--- config.mk ---
export PLATFORM = sky130hd
export DESIGN_NAME = p1_sprite_fetch_flat
export DESIGN_NICKNAME = d
export VERILOG_FILES = /design/src/rtl/p1_sprite_fetch_if.sv /design/src/rtl/p1_sprite_fetch.sv /design/src/flat_wrapper.sv
export SDC_FILE = /design/constraint.sdc
export NUM_CORES = 1
export LEC_CHECK = 0
export CAP_MARGIN = 20
export CORE_MARGIN = 2
export CORE_UTILIZATION = 44
export DETAILED_ROUTE_END_ITERATION = 7
export HOLD_SLACK_MARGIN = 0.02
export PLACE_DENSITY = 0.78
export SETUP_SLACK_MARGIN = 0.2
export SYNTH_ARGS = -nofsm -noshare
export SYNTH_HDL_FRONTEND = slang
export SYNTH_SLANG_ARGS = --single-unit
--- constraint.sdc ---
create_clock -name clk -period 1.9 [get_ports clk]
set_input_delay 0.38 -clock clk [delete_from_list [all_inputs] [get_ports clk]]
set_output_delay 0.38 -clock clk [all_outputs]
set_load 0.05 [all_outputs]
--- src/rtl/p1_sprite_fetch_if.sv ---
`default_nettype none
// +----------------------------------------------------------------------+
// | Module   : p1_sprite_fetch_if                                        |
// | Desc     : Sprite ROM bus: address/frame select out, pixel data back |
// | Revision : 1.0                                                       |
// +----------------------------------------------------------------------+
interface p1_sprite_fetch_if;
  logic [13:0] rom_addr;
  logic [1:0]  frame_sel;
  logic [11:0] rom_data;

  modport master (output rom_addr, output frame_sel, input  rom_data);
  modport slave  (input  rom_addr, input  frame_sel, output rom_data);
endinterface
`default_nettype wire

--- src/rtl/p1_sprite_fetch.sv ---
`default_nettype none
// +----------------------------------------------------------------------+
// | Module   : p1_sprite_fetch                                           |
// | Desc     : 3-stage sprite pixel fetch with walk animation frames.    |
// |            Define SPRITE_MIRROR_EN for horizontal mirroring.         |
// | Revision : 1.0                                                       |
// +----------------------------------------------------------------------+
module p1_sprite_fetch #(
  parameter int          SPRITE_W       = 128,
  parameter int          SPRITE_H       = 128,
  parameter int          NUM_FRAMES     = 3,
  parameter int          TICKS_PER_STEP = 8,
  parameter logic [11:0] TRANSPARENT    = 12'hF0F
) (
  input  wire logic         clk,
  input  wire logic         rst_n,
  input  wire logic [9:0]   pix_x,
  input  wire logic [9:0]   pix_y,
  input  wire logic         pix_valid,
  input  wire logic         frame_tick,
  input  wire logic [9:0]   sprite_x,
  input  wire logic [9:0]   sprite_y,
  input  wire logic         walking,
  input  wire logic         facing_left,
  p1_sprite_fetch_if.master rom,
  output logic [11:0]       pixel_out,
  output logic              pixel_hit,
  output logic              out_valid
);

  localparam logic [7:0] c_TICK_LAST = 8'(TICKS_PER_STEP - 1);
  localparam logic [1:0] c_FS_LAST   = 2'(NUM_FRAMES - 1);

  typedef enum logic [0:0] {S_IDLE = 1'b0, S_WALK = 1'b1} state_t;

  state_t      r_state, w_state_nx;
  logic [7:0]  r_tick, w_tick_nx, w_tick_step;
  logic [1:0]  r_fs, w_fs_nx, w_fs_step;
  logic [9:0]  r_sx, r_sy;
  logic [10:0] w_px, w_py, w_sx, w_sy;
  logic        w_in_box;
  logic [6:0]  w_dy, w_col_raw, w_col;
  logic [13:0] r_rom_addr;
  logic        r_in1, r_v1, r_in2, r_v2;
  logic        w_opaque;

  // Position only moves on vertical blank so a frame never tears
  always_ff @(posedge clk or negedge rst_n) begin
    if (!rst_n) begin
      r_sx <= '0;
      r_sy <= '0;
    end else if (frame_tick) begin
      r_sx <= sprite_x;
      r_sy <= sprite_y;
    end
  end

  assign w_px = {1'b0, pix_x};
  assign w_py = {1'b0, pix_y};
  assign w_sx = {1'b0, r_sx};
  assign w_sy = {1'b0, r_sy};
  assign w_in_box = pix_valid
                  && (w_px >= w_sx) && (w_px < w_sx + 11'(SPRITE_W))
                  && (w_py >= w_sy) && (w_py < w_sy + 11'(SPRITE_H));

  assign w_dy      = pix_y[6:0] - r_sy[6:0];
  assign w_col_raw = pix_x[6:0] - r_sx[6:0];

`ifdef SPRITE_MIRROR_EN
  logic r_face;
  always_ff @(posedge clk or negedge rst_n) begin
    if (!rst_n)          r_face <= 1'b0;
    else if (frame_tick) r_face <= facing_left;
  end
  assign w_col = r_face ? (7'(SPRITE_W - 1) - w_col_raw) : w_col_raw;
`else
  logic w_unused_facing;
  assign w_unused_facing = facing_left;
  assign w_col = w_col_raw;
`endif

  // Stage 1 address, stage 2 waits on ROM, stage 3 colour-keys the data
  always_ff @(posedge clk or negedge rst_n) begin
    if (!rst_n) begin
      r_rom_addr <= '0;
      r_in1      <= 1'b0;
      r_v1       <= 1'b0;
      r_in2      <= 1'b0;
      r_v2       <= 1'b0;
      pixel_out  <= '0;
      pixel_hit  <= 1'b0;
      out_valid  <= 1'b0;
    end else begin
      r_rom_addr <= w_in_box ? {w_dy, w_col} : 14'd0;
      r_in1      <= w_in_box;
      r_v1       <= pix_valid;
      r_in2      <= r_in1;
      r_v2       <= r_v1;
      pixel_hit  <= w_opaque;
      pixel_out  <= w_opaque ? rom.rom_data : 12'h000;
      out_valid  <= r_v2;
    end
  end

  assign w_opaque      = r_in2 && (rom.rom_data != TRANSPARENT);
  assign rom.rom_addr  = r_rom_addr;
  assign rom.frame_sel = r_fs;

  always_ff @(posedge clk or negedge rst_n) begin
    if (!rst_n) begin
      r_state <= S_IDLE;
      r_tick  <= '0;
      r_fs    <= '0;
    end else begin
      r_state <= w_state_nx;
      r_tick  <= w_tick_nx;
      r_fs    <= w_fs_nx;
    end
  end

  // IDLE holds counter and frame at zero, so the entering tick counts as step one
  always_comb begin
    w_state_nx  = r_state;
    w_tick_nx   = r_tick;
    w_fs_nx     = r_fs;
    w_tick_step = r_tick + 8'd1;
    w_fs_step   = r_fs;
    if (r_tick == c_TICK_LAST) begin
      w_tick_step = '0;
      w_fs_step   = (r_fs == c_FS_LAST) ? 2'd0 : r_fs + 2'd1;
    end
    if (frame_tick) begin
      case (r_state)
        S_IDLE: begin
          if (walking) begin
            w_state_nx = S_WALK;
            w_tick_nx  = w_tick_step;
            w_fs_nx    = w_fs_step;
          end
        end
        S_WALK: begin
          if (walking) begin
            w_tick_nx = w_tick_step;
            w_fs_nx   = w_fs_step;
          end else begin
            w_state_nx = S_IDLE;
            w_tick_nx  = '0;
            w_fs_nx    = '0;
          end
        end
        default: begin
          w_state_nx = S_IDLE;
          w_tick_nx  = '0;
          w_fs_nx    = '0;
        end
      endcase
    end
  end

endmodule
`default_nettype wire

--- src/flat_wrapper.sv ---
// flat-port wrapper written by rule: the top's interface ports become plain ports
module p1_sprite_fetch_flat 
#(
  parameter int          SPRITE_W       = 128,
  parameter int          SPRITE_H       = 128,
  parameter int          NUM_FRAMES     = 3,
  parameter int          TICKS_PER_STEP = 8,
  parameter logic [11:0] TRANSPARENT    = 12'hF0F
)
  (clk, rst_n, pix_x, pix_y, pix_valid, frame_tick, sprite_x, sprite_y, walking, facing_left, pixel_out, pixel_hit, out_valid, rom_rom_addr, rom_frame_sel, rom_rom_data);
  p1_sprite_fetch_if rom_i ();
  input  wire logic clk;
  input  wire logic rst_n;
  input  wire logic [9:0] pix_x;
  input  wire logic [9:0] pix_y;
  input  wire logic pix_valid;
  input  wire logic frame_tick;
  input  wire logic [9:0] sprite_x;
  input  wire logic [9:0] sprite_y;
  input  wire logic walking;
  input  wire logic facing_left;
  output logic [11:0] pixel_out;
  output logic pixel_hit;
  output logic out_valid;
  output wire logic [$bits(rom_i.rom_addr)-1:0] rom_rom_addr;
  output wire logic [$bits(rom_i.frame_sel)-1:0] rom_frame_sel;
  input wire logic [$bits(rom_i.rom_data)-1:0] rom_rom_data;
  assign rom_rom_addr = rom_i.rom_addr;
  assign rom_frame_sel = rom_i.frame_sel;
  assign rom_i.rom_data = rom_rom_data;
  p1_sprite_fetch #(.SPRITE_W(SPRITE_W), .SPRITE_H(SPRITE_H), .NUM_FRAMES(NUM_FRAMES), .TICKS_PER_STEP(TICKS_PER_STEP), .TRANSPARENT(TRANSPARENT)) u_core (.clk(clk), .rst_n(rst_n), .pix_x(pix_x), .pix_y(pix_y), .pix_valid(pix_valid), .frame_tick(frame_tick), .sprite_x(sprite_x), .sprite_y(sprite_y), .walking(walking), .facing_left(facing_left), .rom(rom_i), .pixel_out(pixel_out), .pixel_hit(pixel_hit), .out_valid(out_valid));
endmodule
==> Word level (Yosys, flattened, before mapping) <==
Cells that the tools add are included.
{ "word_totals": {"out_inout_bits": 30, "word_cells": 46, "ff_bits": 63, "inputBits": 58} }
{ "op_classes": {"eq_ne": 4, "bitwise": 1, "reduce_logical": 6, "order_cmp": 4, "addsub": 6, "n_mux": 12} }
{ "ops": {"columns": ["cell", "n"], "rows": [
  ["$mux W8", 3],
  ["$add A10 B8 Y11 const B", 2],
  ["$lt A10 B11 Y1", 2],
  ["$ge A10 B10 Y1", 2],
  ["$pmux W8 S2", 1],
  ["$mux W14", 1],
  ["$sub A7 B7 Y7", 2],
  ["$mux W12", 1],
  ["$ne A12 B12 Y1 const B", 1],
  ["$add A8 B1 Y8 const B", 1],
  ["$eq A8 B3 Y1 const B", 1],
  ["$mux W2", 4],
  ["$logic_and A1 B1 Y1", 5],
  ["$pmux W2 S2", 1],
  ["$add A2 B1 Y2 const B", 1],
  ["$eq A2 B2 Y1 const B", 1],
  ["$ne A2 B2 Y1 const B", 1],
  ["$reduce_and A2 Y1", 1],
  ["$mux W1", 1],
  ["$not A1 Y1", 1]
]} }

==> Depth between registers and ports, before layout <==
Gate-level depths: netlist of the first run.
{ "depth": {"word_depth": 6, "depth_mapped": 10, "ltp_nobuf": 9} }

==> Worst setup path before layout of the first run <==
OpenSTA, ideal clock, no wires.
{ "synth_timing": {"path_kind": "input to register", "startpoint": "input port pix_x[0]", "endpoint": "register u_core.r_rom_addr[13], in the netlist u_core.rom.rom_addr[13]", "path_stages": 10, "t_required_ps": 1771, "setup_time_ps": 129, "t_arrival_ps": 2028, "path_slack_ps": -257, "cell_sequence": "inv_1 -> ha_1 -> inv_1 -> fa_1 -> a211oi_1 -> o21bai_1 -> a211oi_1 -> o21a_1 -> buf_2 -> nor3_1"} }
{ "synth_between": {"elab_chain_cells": 6, "elab_cells_between_ends": 7, "classes_between": "order compare (2); mux (1); reduce/logical (4)"} }
{ "synth_rtl": {"columns": ["item", "line_no", "rtl"], "rows": [
  ["from (decl)", "flat_wrapper.sv:14", "input wire logic [9:0] pix_x;"],
  ["$ge A10 B10 Y1", "p1_sprite_fetch.sv:63", "&& (w_px >= w_sx) && (w_px < w_sx + 11'(SPRITE_W))"],
  ["$logic_and A1 B1 Y1", "p1_sprite_fetch.sv:63", null],
  ["$logic_and A1 B1 Y1 (*)", "p1_sprite_fetch.sv:63", null],
  ["$logic_and A1 B1 Y1 (*) (2 in series)", "p1_sprite_fetch.sv:64", "&& (w_py >= w_sy) && (w_py < w_sy + 11'(SPRITE_H));"],
  ["$mux W14 (*)", "p1_sprite_fetch.sv:94", "r_rom_addr <= w_in_box ? {w_dy, w_col} : 14'd0;"],
  ["to (signal assigned)", "p1_sprite_fetch.sv:94", null],
  ["to (decl)", "p1_sprite_fetch.sv:43", "logic [13:0] r_rom_addr;"]
]} }
Every way passes the cells marked *; elsewhere a longest branch is shown, timed or not.
A chain may end at the register's enable or synchronous reset.

==> Worst setup path in the final report of the first run <==
{ "layout_timing": {"startpoint": "register u_core.r_sx[8]", "endpoint": "register u_core.r_rom_addr[12], in the netlist u_core.rom.rom_addr[12]"} }
{ "layout_between": {"elab_chain_cells": 6, "elab_cells_between_ends": 8, "classes_between": "add/sub (1); order compare (2); mux (1); reduce/logical (4)"} }
{ "layout_rtl": {"columns": ["item", "line_no", "rtl"], "rows": [
  ["from (decl)", "p1_sprite_fetch.sv:39", "logic [9:0] r_sx, r_sy;"],
  ["from (signal assigned)", "p1_sprite_fetch.sv:53", "r_sx <= sprite_x;"],
  ["$add A10 B8 Y11 or $ge A10 B10 Y1 (tied branches)", "p1_sprite_fetch.sv:63", null],
  ["$lt A10 B11 Y1 or $logic_and A1 B1 Y1 (tied branches)", "p1_sprite_fetch.sv:63", null],
  ["$logic_and A1 B1 Y1 (*)", "p1_sprite_fetch.sv:63", null],
  ["$logic_and A1 B1 Y1 (*) (2 in series)", "p1_sprite_fetch.sv:64", null],
  ["$mux W14 (*)", "p1_sprite_fetch.sv:94", null]
]} }
Marked as above.

==> impl_metrics.toml, run 1 <==
[run_status]
status = "finished, violations left"
violations = "setup timing"

[route]
antenna_left = 0
dr.pass1.iters = 4
drt-initial-drc-count = 86
viasPerCell = 5.00
via_count = 2832
wl_um = 8280
wl_per_cell_um = 14.6
route.detailed.drc = 0

[clock_tree]
cts_buffers = 9
path_clk_slew_ps = 80
cts.path.max_buffers = 2
cts.root.buffer_cell = "clkbuf_8"
cts_max_level = 3
cts_hold_buf = 0
clock-sinks = 63
clk_latency_ps = 340
cts_tree = "done"

[die]
die_area_um2 = 8090
fp-row-count = 31
core_um2 = 7210
start_util = 0.450
die_x_um = 89.9
die_h_um = 89.9
pin_count = 88

[setup_path]
critPathLaunchType = "flop"
cp_cell_sequence = "ha_2 -> xnor2_2 -> ha_1 -> a21oi_2 -> a21oi_2 -> nor3_2 -> nand4b_1 -> buf_6 -> buf_12 -> nor4_4"
critPathMaxStageDelay_ps = 390
cpMaxStageDelayCell = "dfrtp_1"
critPathArrivalTime_ps = 2440
critPathRequiredTime_ps = 2150
path_common_cell = "a21oi_2"
cp.buffers_inverters = 2
path_class = "flop to flop"
critical-path-top-delay-family = "adder cells"
timing.rr.end = "u_core.rom.rom_addr[12]$_DFF_PN0_"
endpoint_kind = "flop"
worstReg2RegStart = "u_core.r_sx[8]$_DFFE_PN0P_"
regToRegSetupSlack_ps = -290
ff2ff_path_depth = 10
crit_path_max_fanout = 8

[final_layout]
layout-drive-gt1-share = 0.268
finalNetCount = 551
syn_to_final_growth_pct = 55.3
fillerInstances = 529
regArea_um2 = 1580
multi_input_area_um2 = 1730
antenna_cells = 0

[global_routing]
grt.overflow.total = 0
antenna_found_initial = 0
grt_max_degree = 64
grt_pass1_wl_um = 13300
track_usage = 0.208
grt_pass1_vias = 2920

[synth]
netlist_top_cells_area = "dfrtp_1, ha_1, o21ai_0"
syn_inst = 318
yosysMostFrequentCell = "dfrtp_1"
synth_seq_cells = 63
synth.avg_cell_area_um2 = 10.2
synth_top_area_frac = 0.485
yosysWarnings = 0
yosys.area.top_type = "dfrtp_1"
ys_top_cells_by_count = "dfrtp_1, nand2_1, ha_1, inv_1, o21ai_0"
async_flop_share = 1.00
syn-cell-area_um2 = 3250
yosysSeqAreaShare = 0.485
synth_ff_type = "dfrtp_1"
ys_types = 47
synth-edff-count = 0
syn_nets = 407

[timing]
timing.final.crit_share = 1.15
finClkSkew_ps = 9.22
clock.fmax_ghz = 0.457
slew_viol_final = 0
relSlewSlack = 0.647
final_hold_viol_count = 0
finalSetupViolations = 15
setup_ws_ps = -286
worst_pin_slew_ps = 532
rsz0062_at_grt = "yes"
tns_ps = -3160
period_minus_slack_ps = 2190

[placement]
io_buffers = 86
dpl.hpwl_um = 5820
pre_cts_slack_ps = -583
gp_congestion = 0.841

[pwr]
p_total_mw = 3.95
vdd.ir_drop.worst_mv = 0.373
p_leak_nw = 2.45
p_per_area_nw_per_um2 = 782

[hold_path]
worstHoldPathType = "input port to asynchronous set/reset pin"

[run]
max_cap_violations = 0
worst max-delay path by stage:
stage | startpoint | end | slack (ps) | cells past startpoint
2_1_floorplan | u_core.r_sx[7]$_DFFE_PN0P_ | u_core.rom.rom_addr[1]$_DFF_PN0_ | -90 | 9
3_3_place_gp | pix_x[0] | u_core.rom.rom_addr[2]$_DFF_PN0_ | -550 | 11
3_5_place_dp | pix_x[0] | u_core.rom.rom_addr[4]$_DFF_PN0_ | -580 | 11
4_1_cts | u_core.r_sx[8]$_DFFE_PN0P_ | u_core.rom.rom_addr[4]$_DFF_PN0_ | -270 | 9
5_1_grt | u_core.r_sx[8]$_DFFE_PN0P_ | u_core.rom.rom_addr[12]$_DFF_PN0_ | -380 | 10
6_report | u_core.r_sx[8]$_DFFE_PN0P_ | u_core.rom.rom_addr[12]$_DFF_PN0_ | -290 | 10
timing repair:
item / CTS / global route
setup buffers: 5 / 4
hold endpoints to repair: 0 / 0
resized for setup: 44 / 13
pin swaps: 18 / 9
endpoints found under the setup margin: 40 / 22
gates cloned: 1 / 0
placed cells by master (no fill, tap or decap), types with 9 or more instances in the layout:
cell type         n
buf_4            53
nor3_2            9
clkdlybuf4s50_1  54
dlygate4sd2_1    24
nand3_1           9
o21ai_0          23
nand2_1          31
ha_1             25
a21oi_1          14
dfrtp_1          62
xor2_1           10
and2_1           12
inv_1            25
clkbuf_8         10
per-layer routing:
metal  routed length (um)  vias up  track usage
li1                     -     1397            -
met1                 3540     1344        0.238
met2                 4280       82        0.380
met3                  352        9       0.0562
met4                  110        0       0.0615
met5                    0        -            0
final cells by class:
cell class,count,area share
clock buffer,10,0.0273
multi-input combinational,220,0.343
sequential,63,0.313
tap,99,0.0245
clock inverter,6,0.0136
timing repair buffer,141,0.258
inverter,27,0.0211
power by group:
part	switching [mW]	internal, mW
combinational	0.621	0.592
sequential	0.0863	1.45
clock	0.553	0.648
kinds of logic after synthesis:
family	share of synthesized area
adders and majority gates	0.124
DFF	0.485
AOI/OAI and AO/OA	0.124
xor gates and xnor gates	0.0404
and+or+nand+nor	0.171
buffers and inverters	0.0454
muxes	0.0100
metrics by stage:
step / cells / area [um2] / util / hold slack (ps)
6_report: 566 / 5050 / 0.700 / 38.2
5_1_grt: 566 / 5050 / 0.700 / 50.4
4_1_cts: 562 / 4970 / 0.690 / 43.3
3_5_place_dp: 540 / 4640 / 0.643 / 337
3_3_place_gp: 540 / 4640 / 0.643 / 332
2_1_floorplan: 318 / 3350 / - / 84.4
registers in the layout (all words and copies together), names as in the netlist:
| register | cells |
|---|---|
| u_core.r_in1 | 1 |
| u_core.r_sx | 10 |
| u_core.rom.frame_sel | 2 |
| u_core.r_tick | 8 |
| u_core.r_sy | 10 |
| u_core.r_in2 | 1 |
| u_core.r_state | 1 |
| u_core.r_v1 | 1 |
| u_core.r_v2 | 1 |
| u_core.pixel_hit | 1 |
| u_core.out_valid | 1 |
| u_core.pixel_out | 12 |
| u_core.rom.rom_addr | 14 |
No activity file was read; power rests on OpenSTA's default activity.
==> run 2: changes to the inputs <==
--- a/config.mk
+++ b/config.mk
@@ -12,6 +12,7 @@
 export HOLD_SLACK_MARGIN = 0.02
 export PLACE_DENSITY = 0.78
 export SETUP_SLACK_MARGIN = 0.2
+export SLEW_MARGIN = 5
 export SYNTH_ARGS = -nofsm -noshare
 export SYNTH_HDL_FRONTEND = slang
 export SYNTH_SLANG_ARGS = --single-unit
==> results of run 2 <==
No change in the layout: final DEF, timing and power equal those of run 1.
